==> src/rtl/serial_alu_if.sv <==
// Start/done operation bus of the serial ALU: operands and controls in, result and status flags out.
interface serial_alu_if #(
    parameter int WIDTH = 32
);
    logic             start;
    logic [WIDTH-1:0] a;
    logic [WIDTH-1:0] b;
    logic             ainv;
    logic             binv;
    logic [1:0]       select;
    logic             busy;
    logic             done;
    logic [WIDTH-1:0] result;
    logic             cout;
    logic             overflow;
    logic             zero;

    modport master (
        output start, a, b, ainv, binv, select,
        input  busy, done, result, cout, overflow, zero
    );

    modport slave (
        input  start, a, b, ainv, binv, select,
        output busy, done, result, cout, overflow, zero
    );
endinterface

==> src/rtl/serial_alu.sv <==
// Digit-serial ALU: AND/OR/ADD/SLT over WIDTH bits, DIGIT bits per clock, carry rippled through a register.
// Latency N+1 edges from the accepting edge (N = WIDTH/DIGIT); start is ignored while busy.
module serial_alu #(
    parameter int WIDTH = 32,
    parameter int DIGIT = 1
) (
    input  logic         clk,
    input  logic         rst,
    serial_alu_if.slave  bus
);
    localparam int N  = WIDTH / DIGIT;
    localparam int CW = (N > 1) ? $clog2(N) : 1;
    localparam logic [CW-1:0] LAST = CW'(N - 1);

    typedef enum logic [1:0] {IDLE, RUN, DONE} state_t;

    state_t           state;
    logic [CW-1:0]    cnt;
    logic [WIDTH-1:0] a_sh, b_sh, res_sh;
    logic             ainv_r, binv_r, carry_r;
    logic [1:0]       sel_r;
    logic [WIDTH-1:0] result_r;
    logic             cout_r, ovf_r, busy_r, done_r;

    logic [DIGIT-1:0] ad, bd, s, dsel;
    logic             cy, cin_msb, set;
    logic [WIDTH-1:0] res_next, res_final;

    // One digit of the slice: carry walks LSB to MSB within the digit.
    always_comb begin
        ad      = a_sh[DIGIT-1:0] ^ {DIGIT{ainv_r}};
        bd      = b_sh[DIGIT-1:0] ^ {DIGIT{binv_r}};
        s       = '0;
        cy      = carry_r;
        cin_msb = 1'b0;
        for (int i = 0; i < DIGIT; i++) begin
            s[i]    = ad[i] ^ bd[i] ^ cy;
            cin_msb = cy;
            cy      = (ad[i] & bd[i]) | (cy & (ad[i] ^ bd[i]));
        end
        case (sel_r)
            2'b00:   dsel = ad & bd;
            2'b01:   dsel = ad | bd;
            default: dsel = s;
        endcase
        set       = s[DIGIT-1] ^ (cin_msb ^ cy);
        res_next  = (res_sh >> DIGIT) | (WIDTH'(dsel) << (WIDTH - DIGIT));
        res_final = (sel_r == 2'b11) ? WIDTH'(set) : res_next;
    end

    always_ff @(posedge clk or posedge rst) begin
        if (rst) begin
            state    <= IDLE;
            cnt      <= '0;
            a_sh     <= '0;
            b_sh     <= '0;
            res_sh   <= '0;
            ainv_r   <= 1'b0;
            binv_r   <= 1'b0;
            carry_r  <= 1'b0;
            sel_r    <= 2'b00;
            result_r <= '0;
            cout_r   <= 1'b0;
            ovf_r    <= 1'b0;
            busy_r   <= 1'b0;
            done_r   <= 1'b0;
        end else begin
            done_r <= 1'b0;
            case (state)
                IDLE, DONE: begin
                    if (bus.start) begin
                        a_sh    <= bus.a;
                        b_sh    <= bus.b;
                        ainv_r  <= bus.ainv;
                        binv_r  <= bus.binv;
                        sel_r   <= bus.select;
                        carry_r <= bus.binv;
                        cnt     <= '0;
                        state   <= RUN;
                        busy_r  <= 1'b1;
                    end else begin
                        state <= IDLE;
                    end
                end
                RUN: begin
                    a_sh    <= a_sh >> DIGIT;
                    b_sh    <= b_sh >> DIGIT;
                    res_sh  <= res_next;
                    carry_r <= cy;
                    cnt     <= cnt + CW'(1);
                    // The visible result only changes when the whole word is finished.
                    if (cnt == LAST) begin
                        state    <= DONE;
                        busy_r   <= 1'b0;
                        done_r   <= 1'b1;
                        result_r <= res_final;
                        cout_r   <= cy;
                        ovf_r    <= cin_msb ^ cy;
                    end
                end
                default: state <= IDLE;
            endcase
        end
    end

    assign bus.busy     = busy_r;
    assign bus.done     = done_r;
    assign bus.result   = result_r;
    assign bus.cout     = cout_r;
    assign bus.overflow = ovf_r;
    assign bus.zero     = (result_r == '0);
endmodule

==> src/flat_wrapper.sv <==
// flat-port wrapper written by rule: the top's interface ports become plain ports
module serial_alu_flat 
#(
    parameter int WIDTH = 32,
    parameter int DIGIT = 1
)
  (clk, rst, bus_start, bus_a, bus_b, bus_ainv, bus_binv, bus_select, bus_busy, bus_done, bus_result, bus_cout, bus_overflow, bus_zero);
  serial_alu_if #(.WIDTH(WIDTH)) bus_i ();
  input  logic clk;
  input  logic rst;
  input wire logic [$bits(bus_i.start)-1:0] bus_start;
  input wire logic [$bits(bus_i.a)-1:0] bus_a;
  input wire logic [$bits(bus_i.b)-1:0] bus_b;
  input wire logic [$bits(bus_i.ainv)-1:0] bus_ainv;
  input wire logic [$bits(bus_i.binv)-1:0] bus_binv;
  input wire logic [$bits(bus_i.select)-1:0] bus_select;
  output wire logic [$bits(bus_i.busy)-1:0] bus_busy;
  output wire logic [$bits(bus_i.done)-1:0] bus_done;
  output wire logic [$bits(bus_i.result)-1:0] bus_result;
  output wire logic [$bits(bus_i.cout)-1:0] bus_cout;
  output wire logic [$bits(bus_i.overflow)-1:0] bus_overflow;
  output wire logic [$bits(bus_i.zero)-1:0] bus_zero;
  assign bus_i.start = bus_start;
  assign bus_i.a = bus_a;
  assign bus_i.b = bus_b;
  assign bus_i.ainv = bus_ainv;
  assign bus_i.binv = bus_binv;
  assign bus_i.select = bus_select;
  assign bus_busy = bus_i.busy;
  assign bus_done = bus_i.done;
  assign bus_result = bus_i.result;
  assign bus_cout = bus_i.cout;
  assign bus_overflow = bus_i.overflow;
  assign bus_zero = bus_i.zero;
  serial_alu #(.WIDTH(WIDTH), .DIGIT(DIGIT)) u_core (.clk(clk), .rst(rst), .bus(bus_i));
endmodule
==> config.mk <==
export PLATFORM = sky130hd
export DESIGN_NAME = serial_alu_flat
export DESIGN_NICKNAME = d
export VERILOG_FILES = /design/src/rtl/serial_alu_if.sv /design/src/rtl/serial_alu.sv /design/src/flat_wrapper.sv
export SDC_FILE = /design/constraint.sdc
export NUM_CORES = 1
export LEC_CHECK = 0
export BUFFER_PORTS_ARGS = -buffer_cell sky130_fd_sc_hd__clkbuf_2
export CAP_MARGIN = 20
export CELL_PAD_IN_SITES_DETAIL_PLACEMENT = 2
export CELL_PAD_IN_SITES_GLOBAL_PLACEMENT = 2
export CORE_MARGIN = 4
export CORE_UTILIZATION = 38
export CTS_CLUSTER_DIAMETER = 40
export DETAILED_ROUTE_END_ITERATION = 10
export PLACE_DENSITY = 0.81
export SKIP_LAST_GASP = 1
export SLEW_MARGIN = 20
export SYNTH_ARGS = -nofsm -noshare
export SYNTH_HDL_FRONTEND = slang
export SYNTH_SLANG_ARGS = --single-unit
==> constraint.sdc <==
create_clock -name clk -period 14.3 [get_ports clk]
set_input_delay 2.86 -clock clk [delete_from_list [all_inputs] [get_ports clk]]
set_output_delay 2.86 -clock clk [all_outputs]
set_load 0.005 [all_outputs]
# [Word-level counts from Yosys, hierarchy flattened]
# Cells that the tools add are included.
[totals] output_inout_bits=37 regBits=144 wordCells=60 in_bits=71
[classes] bitwise_logic=11 reduce_logical=9 eq_ne=7 add_sub_neg=1 n_mux=18
[ops] op="32-bit one-hot mux with 2 select lines" count=2
[ops] op="32-bit two-way mux" count=3
[ops] op="32-bit logical NOT" count=1
[ops] op="31-bit by 32-bit OR with 32-bit output" count=1
[ops] op="5-bit one-hot mux with 2 select lines" count=1
[ops] op="1-bit two-way mux" count=6
[ops] op="1-bit one-hot mux with 2 select lines" count=3
[ops] op="2-bit AND reduction" count=3
[ops] op="1-bit bitwise XOR" count=6
[ops] op="5-bit by 1-bit adder with 5-bit output, second input constant" count=1
[ops] op="5-bit equality test, second input constant" count=1
[ops] op="5-bit two-way mux" count=1
[ops] op="2-bit by 1-bit equality test with 1-bit output, second input constant" count=2
[ops] op="2-bit equality test, second input constant" count=2
[ops] op="2-bit logical NOT" count=2
[ops] op="2-bit one-hot mux with 2 select lines" count=1
[ops] op="3-bit AND reduction" count=1
[ops] op="1-bit bitwise AND" count=2
[ops] op="2-bit two-way mux" count=1
[ops] op="2-bit by 1-bit != test with 1-bit output, second input constant" count=1
[ops] op="2-bit != test, second input constant" count=1
[ops] op="1-bit OR" count=2
[ops] op="2-bit nonzero test" count=1
[ops] op="2-bit OR reduction" count=1

# [Logic depth before layout (Yosys ltp)]
# Gate-level depths: netlist of the first run.
[depth] depth_word=7 mapped_depth=8

# [Least setup slack after synthesis of the first run]
# No wires, ideal clock.
[synth_timing] path_kind="reg2out" start="register u_core.result_r[25], in the netlist u_core.bus.result[25]" end="output port bus_zero" n_path_buf=0 slack_ns=10.556 arrival_time_ns=0.884 stages_incl_launch_ff=4 t_required_ns=11.440 path_cell_list="dfrtp_1 nor4_1 nand4_1 nor2_1"
[synth_between] elab_chain_len=1
[synth_lines] element="start: declaration" line="serial_alu.sv:22" source="logic [WIDTH-1:0] result_r;"
[synth_lines] element="start signal: assignment" line="serial_alu.sv:96" source="result_r <= res_final;"
[synth_lines] element="32-bit logical NOT" line="serial_alu.sv:111" source="assign bus.zero = (result_r == '0);"
[synth_lines] element="end: declaration" line="flat_wrapper.sv:22" source="output wire logic [$bits(bus_i.zero)-1:0] bus_zero;"
# No other way between the ends.

# [Worst setup path in the final report of the first run]
# Ends and elaborated chain as after synthesis.

==> flow_summary.toml, run 1 <==
[critical_path]
startpoint_type = "flop"
cp.buffers_inverters = 1
timing.rr.start = "u_core.state[0]"
critPathSlowestCell = "nor4_1"
cp-startpoint = "u_core.bus.result[25]"
cp_max_fo = 3
critPathMaxStageDelay_ps = 530
critical_path_class = "reg2out"
crit_required_ps = 11440
path_delay_family = "simple AND/OR/NAND/NOR gates"
arrival_ps = 1780
crit_path_end_kind = "output pin"
path_cells = "nor4_1, nand4_1, nor2_1, clkbuf_2"

[logic_synthesis]
synth_area_um2 = 5897
yosys-top-cells-area = "dfrtp_1 (61%), nand2_1 (11%), a22oi_1 (8.0%)"
synth_fp_nets = 649
synth-seq-cells = 143
synthDominantCellAreaShare_pct = 60.68
syn_avg_cell_area_um2 = 10.31
synth_top_area_cell = "dfrtp_1"
syn_inst = 572
ys_types = 30
ys_seq_area_share_pct = 60.68
yosysWarningCount = 0

[placed_design]
dpl-instance-area_um2 = 6540
place.gp.congestion = 0.7314
dp_hpwl_mm = 10.54
place_inst = 828
io_buffer_count = 107

[power]
p_leak_nw = 3.701
p_int_w = 0.001091
p_switching_w = 0.0006046
p_seq_share_pct = 41.7
comb_power_share_pct = 30.1
peakVddDrop_uv = 110.6
power.density_nw_per_um2 = 235.1
clkPwrFrac_pct = 28.3
power_switching_share_pct = 35.66

[clock_network]
postCtsSetupRepairBufs = 0
htreeDepth = 4
cts_resized = 0
cts-root-buf = "clkbuf_16"
cts_buffer_depth = 2
clock-sinks = 143
cts_hold_buf = 0
numCtsBuffers = 17
clk-insertion-delay-late_ps = 420
cts_tree = "built"
cts.clk_slew.worst_paths_ps = 60

[route]
drc = 0
dr_total_vias = 4708
wl_mm = 16.96
first_iter_violations = 223
wire_per_inst_um = 19.70
vias_per_cell = 5.468
drt_first_pass_iters = 4
drtAntennaViolNets = 0

[sta]
fin_crit_sh_pct = 32.44
finalMaxSlewViolations = 0
rsz0062_at_grt = "no"
min_period_ps = 4639
max_slew_margin_pct = 33.61
worst_pin_slew_ps = 993.7
finalSetupViolCount = 0
tns_ps = 0
hold_viol_final = 0
clock_skew_ps = 6.870
max_freq_mhz = 215.6

[worst_hold_path]
worstHoldStart = "u_core.bus.busy"
worstHoldPathType = "reg2reg"

[die]
die_w_um = 132.6
die_y_um = 132.6
ioPinCount = 108
fp.dieArea_um2 = 17570
core-area_um2 = 15200
start_util_pct = 38.79
std_cell_rows = 45

[global_routing]
grtUsageTotal_pct = 20.12
grt_pass1_vias = 5330
grt_overflow = 0
grt_pass1_wl_mm = 28.18
antenna_found_initial = 0
grt_max_degree = 100

[final_layout]
areaGrowthSynthToFinish_pct = 22.30
utilization_pct = 47.44
final_nets = 737
final_common_cell = "nand2_1"
layout_common_cells = "nand2_1 (167), dfrtp_1 (143), clkbuf_2 (107)"
layout-drive-gt1-share_pct = 22.73
nFillCells = 1574
num_antenna_cells = 0
fin_area_um2 = 7212
final_cells = 861

[flow_run]
cap_violations = 0

[status]
status = "finished, final reports clean"
cell families after synthesis:
kind of cell / count (synthesis) / share of synthesized area [%]
simple gates: 254 / 18.37
flops: 143 / 60.68
compound gates: 111 / 14.49
buf+inv: 52 / 3.947
fa+ha+maj: 6 / 1.528
xor+xnor: 3 / 0.4457
mux: 3 / 0.5304
sequential cells by signal, summed over array words and instances, names as in the netlist, 2 cells and up:
| signal | cells |
|---|---|
| u_core.a_sh | 32 |
| u_core.b_sh | 32 |
| u_core.bus.result | 32 |
| u_core.cnt | 5 |
| u_core.res_sh | 31 |
| u_core.sel_r | 2 |
| u_core.state | 2 |
cell usage after synthesis:
| cell | count |
|---|---|
| a211oi_1 | 1 |
| a21o_1 | 2 |
| a21oi_1 | 3 |
| a22o_1 | 34 |
| a22oi_1 | 63 |
| a311oi_1 | 1 |
| and3_1 | 1 |
| buf_1 | 8 |
| buf_2 | 24 |
| buf_4 | 2 |
| clkbuf_1 | 11 |
| dfrtp_1 | 143 |
| fa_1 | 2 |
| ha_1 | 4 |
| inv_1 | 7 |
| mux2_2 | 1 |
| mux2i_1 | 2 |
| nand2_1 | 167 |
| nand2b_1 | 2 |
| nand3_1 | 64 |
| nand3b_1 | 1 |
| nand4_1 | 3 |
| nor2_1 | 4 |
| nor2b_1 | 3 |
| nor3b_1 | 1 |
| nor4_1 | 8 |
| o21ai_0 | 6 |
| o31ai_1 | 1 |
| xnor2_1 | 2 |
| xor2_1 | 1 |
path summary, 6_finish.rpt:
path                       cells past startpoint  slack [ps]                end
max                                            4        9660           bus_zero
min                                            2         500    u_core.bus.busy
max reg2reg                                    4       11580    u_core.b_sh[31]
min reg2reg                                    2         500    u_core.bus.busy
max in group asynchronous                      3       10630    u_core.b_sh[26]
min in group asynchronous                      2        2490  u_core.res_sh[27]
power by group through the flow:
stage | logic (W) | clock network [W] | registers [W]
2_1_floorplan | 0.000363 | 0 | 0.000667
3_3_place_gp | 0.000467 | 0 | 0.000693
3_5_place_dp | 0.000504 | 0 | 0.000711
4_1_cts | 0.000517 | 0.000491 | 0.000709
5_1_grt | 0.000585 | 0.000513 | 0.000728
6_report | 0.000510 | 0.000480 | 0.000706
per-layer routing:
layer | up-vias | wire length, um | track usage, %
met2 | 93 | 8919 | 35.73
met3 | 13 | 687 | 5.817
met4 | 0 | 176 | 5.716
met1 | 2430 | 7179 | 23.73
met5 | - | 0 | 0
li1 | 2172 | - | -
tightest hold or removal path: stages, from the launching register on:
cell and delay [ps]:
dfrtp_1 340, nor2_1 50, nor2_1 70
final cells by class:
class | instances | area (um2) | share of cell area, %
clock inverter | 11 | 160.2 | 2.221
multi-input combinational | 377 | 2115 | 29.32
timing repair buffer | 114 | 611.8 | 8.484
clock buffer | 21 | 480.5 | 6.662
tap | 188 | 235.2 | 3.262
sequential | 143 | 3578 | 49.62
inverter | 7 | 31.28 | 0.4337
through the flow:
step / hold WS [ps] / power (W) / setup WS, ps
2_1_floorplan: 437.2 / 0.001030 / 7602
3_3_place_gp: 452.1 / 0.001160 / 9819
3_5_place_dp: 487.4 / 0.001215 / 9810
4_1_cts: 502.7 / 0.001717 / 9614
5_1_grt: 521.7 / 0.001826 / 9610
6_report: 495.9 / 0.001696 / 9661
No activity file was read; power rests on OpenSTA's default activity.
==> run 2: changes to the inputs <==
--- a/config.mk
+++ b/config.mk
@@ -5,15 +5,16 @@
 export SDC_FILE = /design/constraint.sdc
 export NUM_CORES = 1
 export LEC_CHECK = 0
+export ABC_AREA = 1
 export BUFFER_PORTS_ARGS = -buffer_cell sky130_fd_sc_hd__clkbuf_2
 export CAP_MARGIN = 20
 export CELL_PAD_IN_SITES_DETAIL_PLACEMENT = 2
 export CELL_PAD_IN_SITES_GLOBAL_PLACEMENT = 2
 export CORE_MARGIN = 4
-export CORE_UTILIZATION = 38
+export CORE_UTILIZATION = 33
 export CTS_CLUSTER_DIAMETER = 40
 export DETAILED_ROUTE_END_ITERATION = 10
-export PLACE_DENSITY = 0.81
+export PLACE_DENSITY = 0.75
 export SKIP_LAST_GASP = 1
 export SLEW_MARGIN = 20
 export SYNTH_ARGS = -nofsm -noshare
==> constraint.sdc (replaced) <==
create_clock -name clk -period 4.5 [get_ports clk]
set_input_delay 0.9 -clock clk [delete_from_list [all_inputs] [get_ports clk]]
set_output_delay 0.9 -clock clk [all_outputs]
set_load 0.005 [all_outputs]
==> flow_summary.toml, run 2 <==
[critical_path]
cp_max_fo = 67
crit_required_ps = 4790
cp.buffers_inverters = 2
critPathSlowestCell = "clkinv_2"
startpoint_type = "flop"
crit_path_frequent_cell = "nand2_1"
critPathMaxStageDelay_ps = 740
crit_path_end_kind = "flop"
critical_path_class = "reg2reg"
path_delay_family = "simple AND/OR/NAND/NOR gates"
path_cells = "inv_1, nand2_4, nand2_1, clkinv_2, nand2_1, nand3_1"
arrival_ps = 2680

[placed_design]
dpl-instance-area_um2 = 6650
dp_hpwl_mm = 10.85
place.gp.congestion = 0.7170
io_buffer_count = 107
place_inst = 1001

[die]
die_w_um = 142.9
fp.dieArea_um2 = 20430
start_util_pct = 33.45
ioPinCount = 108
die_y_um = 142.9
std_cell_rows = 49
core-area_um2 = 17960

[route]
vias_per_cell = 4.835
wl_met1_mm = 7.167
wl_met2_mm = 8.486
drc = 0
drt_first_pass_iters = 4
wl_mm = 16.38
wl_met3_um = 583
wire_per_inst_um = 15.87
first_iter_violations = 225
drtAntennaViolNets = 0
dr_total_vias = 4990
topRoutingLayerUsed = "met4"

[global_routing]
grt_overflow = 0
antenna_found_initial = 0
grtUsageTotal_pct = 17.27
grt_max_degree = 72
grt_pass1_wl_mm = 28.12
grt_pass1_vias = 5620

[clock_network]
clock-sinks = 143
cts_resized = 0
cts_buffer_depth = 2
numCtsBuffers = 17
htreeDepth = 4
cts_tree = "built"
cts_hold_buf = 0
cts.clk_slew.worst_paths_ps = 60
postCtsSetupRepairBufs = 0
cts-root-buf = "clkbuf_16"
clk-insertion-delay-late_ps = 420

[final_layout]
layout-drive-gt1-share_pct = 18.43
num_antenna_cells = 0
areaGrowthSynthToFinish_pct = 20.32
final_cells = 1032
final_nets = 868
nFillCells = 2043
fin_area_um2 = 7231
final_common_cell = "nand2_1"
layout_common_cells = "nand2_1 (299), dfrtp_1 (143), clkbuf_2 (107)"
utilization_pct = 40.25

[logic_synthesis]
async_flop_share_pct = 100.0
yosysWarningCount = 0
synth_common_cells = "nand2_1 (300), dfrtp_1 (143), nand3_1 (66)"
synth_edf_count = 0
ys.flop_type = "dfrtp_1"
synth-seq-cells = 143
synth_most_common_cell = "nand2_1"
syn_avg_cell_area_um2 = 8.622
syn_inst = 697
yosys-top-cells-area = "dfrtp_1 (60%), nand2_1 (19%), nand3_1 (5.5%)"
ys_types = 23
synth_top_area_cell = "dfrtp_1"
synth_area_um2 = 6010
synthDominantCellAreaShare_pct = 59.55
synth_fp_nets = 774
ys_seq_area_share_pct = 59.55

[power]
p_leak_nw = 3.665
power.density_nw_per_um2 = 680.1
peakVddDrop_uv = 298.9

[sta]
worst_pin_slew_ps = 953.7
finalMaxSlewViolations = 0
hold_viol_final = 0
fin_crit_sh_pct = 53.24
finalSetupViolCount = 0
max_slew_margin_pct = 36.42
min_period_ps = 2396
max_freq_mhz = 417.4
rsz0062_at_grt = "no"
tns_ps = 0
clock_skew_ps = 6.568

[worst_hold_path]
worstHoldPathType = "in2async"

[status]
status = "finished, final reports clean"

[flow_run]
cap_violations = 0
==> run 2: cell types whose count changed after synthesis, sizes merged, moves of 23 or more <==
cell | previous run | this run
a22o | 34 | 0
a22oi | 63 | 0
inv | 7 | 45
nand2 | 167 | 303
nor2 | 4 | 27
o21ai | 6 | 67
==> run 2: worst register-to-register path, delay by kind of cell (launching register included) <==
family / cells / cell delay, ps
buf+inv: 2 / 830
flops: 1 / 360
simple gates: 4 / 1060
==> run 2: cell families after synthesis <==
kind of cell,count (synthesis),synth area share [%]
buf+inv,79,6.184
xor+xnor,3,0.4373
compound gates,69,5.767
fa+ha+maj,6,1.499
flops,143,59.55
simple gates,397,26.57
==> run 2: per-stage QoR <==
step                hold WS [ps]  setup WS (ps)  power, W
floorplan                  442.2           1809  0.003094
CTS                        476.8           1646  0.005024
detailed placement         470.4           1652  0.003591
global placement           457.4           1881  0.003447
global route               497.3           1728  0.005355
finish                     479.6           2104  0.004918
==> run 2: final cells by class <==
cell class / instances / area, um2 / area share, %
Multi-Input combinational cell: 475 / 2067 / 28.59
Inverter: 45 / 177.7 / 2.457
Clock inverter: 6 / 55.05 / 0.7614
Tap cell: 229 / 286.5 / 3.963
Sequential cell: 143 / 3578 / 49.49
Clock buffer: 25 / 515.5 / 7.129
Timing Repair Buffer: 109 / 550.5 / 7.614
==> run 2: final timing paths <==
check	startpoint	cells past startpoint	slack [ps]	end
max	u_core.state[1]	6	2100	u_core.b_sh[15]
max in group asynchronous	rst	3	2800	u_core.bus.result[4]
max reg2reg	u_core.state[1]	6	2100	u_core.b_sh[15]
min in group clk	u_core.bus.cout	2	480	u_core.bus.cout
min reg2reg	u_core.bus.cout	2	480	u_core.bus.cout
min	rst	2	480	u_core.a_sh[15]
==> run 2: metal layers <==
metal | GRT usage, % | vias up
li1 | - | 2366
met1 | 22.15 | 2519
met2 | 29.55 | 93
met3 | 3.885 | 12
met4 | 4.652 | 0
met5 | 0 | -
==> run 2: power breakdown <==
part / switching [W] / internal, W / total (W)
combinational: 0.000889 / 0.000528 / 0.00142
clock: 0.000533 / 0.000841 / 0.00137
sequential: 0.000329 / 0.00180 / 0.00213
total: 0.00175 / 0.00317 / 0.00492
==> run 3: changes to the inputs <==
--- a/config.mk
+++ b/config.mk
@@ -5,13 +5,13 @@
 export SDC_FILE = /design/constraint.sdc
 export NUM_CORES = 1
 export LEC_CHECK = 0
-export ABC_AREA = 1
+export ABC_AREA = 0
 export BUFFER_PORTS_ARGS = -buffer_cell sky130_fd_sc_hd__clkbuf_2
 export CAP_MARGIN = 20
 export CELL_PAD_IN_SITES_DETAIL_PLACEMENT = 2
 export CELL_PAD_IN_SITES_GLOBAL_PLACEMENT = 2
 export CORE_MARGIN = 4
-export CORE_UTILIZATION = 33
+export CORE_UTILIZATION = 35
 export CTS_CLUSTER_DIAMETER = 40
 export DETAILED_ROUTE_END_ITERATION = 10
 export PLACE_DENSITY = 0.75
==> constraint.sdc (replaced) <==
create_clock -name clk -period 2.4 [get_ports clk]
set_input_delay 0.48 -clock clk [delete_from_list [all_inputs] [get_ports clk]]
set_output_delay 0.48 -clock clk [all_outputs]
set_load 0.005 [all_outputs]
==> flow_summary.toml, run 3 (synthesized netlist as in run 1, its figures left out) <==
[clock_network]
cts_tree = "built"
cts_hold_buf = 0
clock-sinks = 143
cts-root-buf = "clkbuf_16"
htreeDepth = 4
clk-insertion-delay-late_ps = 430
cts.clk_slew.worst_paths_ps = 60
numCtsBuffers = 17
cts_resized = 0
cts_buffer_depth = 2
postCtsSetupRepairBufs = 0

[final_layout]
final_common_cell = "nand2_1"
layout_common_cells = "nand2_1 (167), dfrtp_1 (143), clkbuf_2 (107)"
num_antenna_cells = 0
areaGrowthSynthToFinish_pct = 24.12
final_nets = 744
fin_area_um2 = 7320
final_cells = 898
layout-drive-gt1-share_pct = 23.30

[route]
drt_first_pass_iters = 5
vias_per_cell = 5.286
dr_total_vias = 4747
drtAntennaViolNets = 0
first_iter_violations = 214
wl_mm = 16.79
drc = 0
wire_per_inst_um = 18.70

[power]
comb_power_share_pct = 29.8
clkPwrFrac_pct = 29.1
power.density_nw_per_um2 = 1397
power_switching_share_pct = 35.09
p_int_w = 0.006635
p_switching_w = 0.003588
p_seq_share_pct = 41.1
peakVddDrop_uv = 561.2
p_leak_nw = 3.741

[critical_path]
worstReg2RegEnd = "u_core.bus.result[24]"
critical_path_class = "reg2out"
arrival_ps = 1700
path_cells = "nor4_1, nand4_1, nor2_1, clkbuf_2"
ff2ff_setup_slack_ps = 370
setup.worst_path.end = "bus_zero"
crit_required_ps = 1920
critPathMaxStageDelay_ps = 440
reg2reg_depth = 7
critPathSlowestCell = "nor4_1"
startpoint_type = "flop"
cp_max_fo = 3
crit_path_end_kind = "output pin"
timing.rr.start = "u_core.cnt[1]"
cp-startpoint = "u_core.bus.result[25]"

[placed_design]
io_buffer_count = 107
place.gp.congestion = 0.7426
dp_hpwl_mm = 11.23
dpl-instance-area_um2 = 6664
place_inst = 868

[sta]
tns_ps = 0
hold_viol_final = 0
worst_pin_slew_ps = 843.4
finalMaxSlewViolations = 0
max_freq_mhz = 458.1
max_slew_margin_pct = 43.77
finalSetupViolCount = 0
clock_skew_ps = 15.08
rsz0062_at_grt = "no"
fin_crit_sh_pct = 90.96
min_period_ps = 2183

[die]
core-area_um2 = 16520
std_cell_rows = 47
fp.dieArea_um2 = 18990
ioPinCount = 108
start_util_pct = 35.69
die_w_um = 137.8
die_y_um = 137.8

[global_routing]
grt_pass1_wl_mm = 27.65
grt_overflow = 0
grt_max_degree = 144
grtUsageTotal_pct = 18.79
grt_pass1_vias = 5286
antenna_found_initial = 0

[flow_run]
cap_violations = 0

[status]
status = "finished, final reports clean"

[worst_hold_path]
worstHoldPathType = "in2async"
run 3: cell count changes in the layout (fill, tap and decap cells not counted), moves of 22 or more:
cell / previous run / this run
nand2_1: 299 / 167
inv_1: 40 / 6
o21ai_1: 33 / 0
o21ai_0: 34 / 6
nor2_1: 26 / 4
a22oi_1: 0 / 63
a22o_1: 0 / 34
run 3: power groups by stage:
stage / logic, W / clock network, W / registers [W]
2_1_floorplan: 0.00216 / 0 / 0.00397
3_3_place_gp: 0.00289 / 0 / 0.00415
3_5_place_dp: 0.00310 / 0 / 0.00425
4_1_cts: 0.00313 / 0.00303 / 0.00422
5_1_grt: 0.00354 / 0.00314 / 0.00433
6_report: 0.00304 / 0.00298 / 0.00421
run 3: metrics by stage:
stage	hold slack [ps]	util, %	power [W]	setup WS [ps]
final	223.8	44.29	0.01022	216.9
after global routing	266.8	44.29	0.01101	56.05
after CTS	247.5	44.29	0.01039	188.0
after detailed placement	490.0	40.33	0.007350	373.8
after global placement	466.4	40.33	0.007035	496.6
after floorplan	437.2	-	0.006136	128.9
run 3: worst min path at each step:
stage	from	endpoint	slack, ps	depth (start not counted)
after CTS	bus_select[0]	u_core.sel_r[0]	250	3
after global routing	bus_b[14]	u_core.b_sh[14]	270	3
after detailed placement	u_core.a_sh[23]	u_core.a_sh[23]	490	2
after floorplan	u_core.cnt[3]	u_core.cnt[3]	440	1
after global placement	u_core.cnt[3]	u_core.cnt[3]	470	1
final	rst	u_core.b_sh[27]	220	3
run 3: per-layer routing:
| layer | track usage (%) | vias up | part of all wire (%) |
|---|---|---|---|
| met1 | 23.60 | 2452 | 43 |
| met2 | 31.75 | 96 | 51 |
| li1 | - | 2182 | - |
| met3 | 4.273 | 17 | 4.1 |
| met5 | 0 | - | 0 |
| met4 | 6.806 | 0 | 1.5 |
run 3: area by class of cell:
| cell class | instances | area [um2] |
|---|---|---|
| Sequential cell | 143 | 3578 |
| Tap cell | 220 | 275.3 |
| Fill cell | 1769 | 9205 |
| Multi-Input combinational cell | 377 | 2115 |
| Timing Repair Buffer | 121 | 665.6 |
| Clock inverter | 12 | 216.5 |
| Clock buffer | 18 | 439.2 |
| Inverter | 7 | 30.03 |
run 3: critical path: cells and delay by family, from the launching register on:
kind	cells	cell delay (ps)
and+or+nand+nor	3	770
buffers and inverters	1	120
DFF	1	400
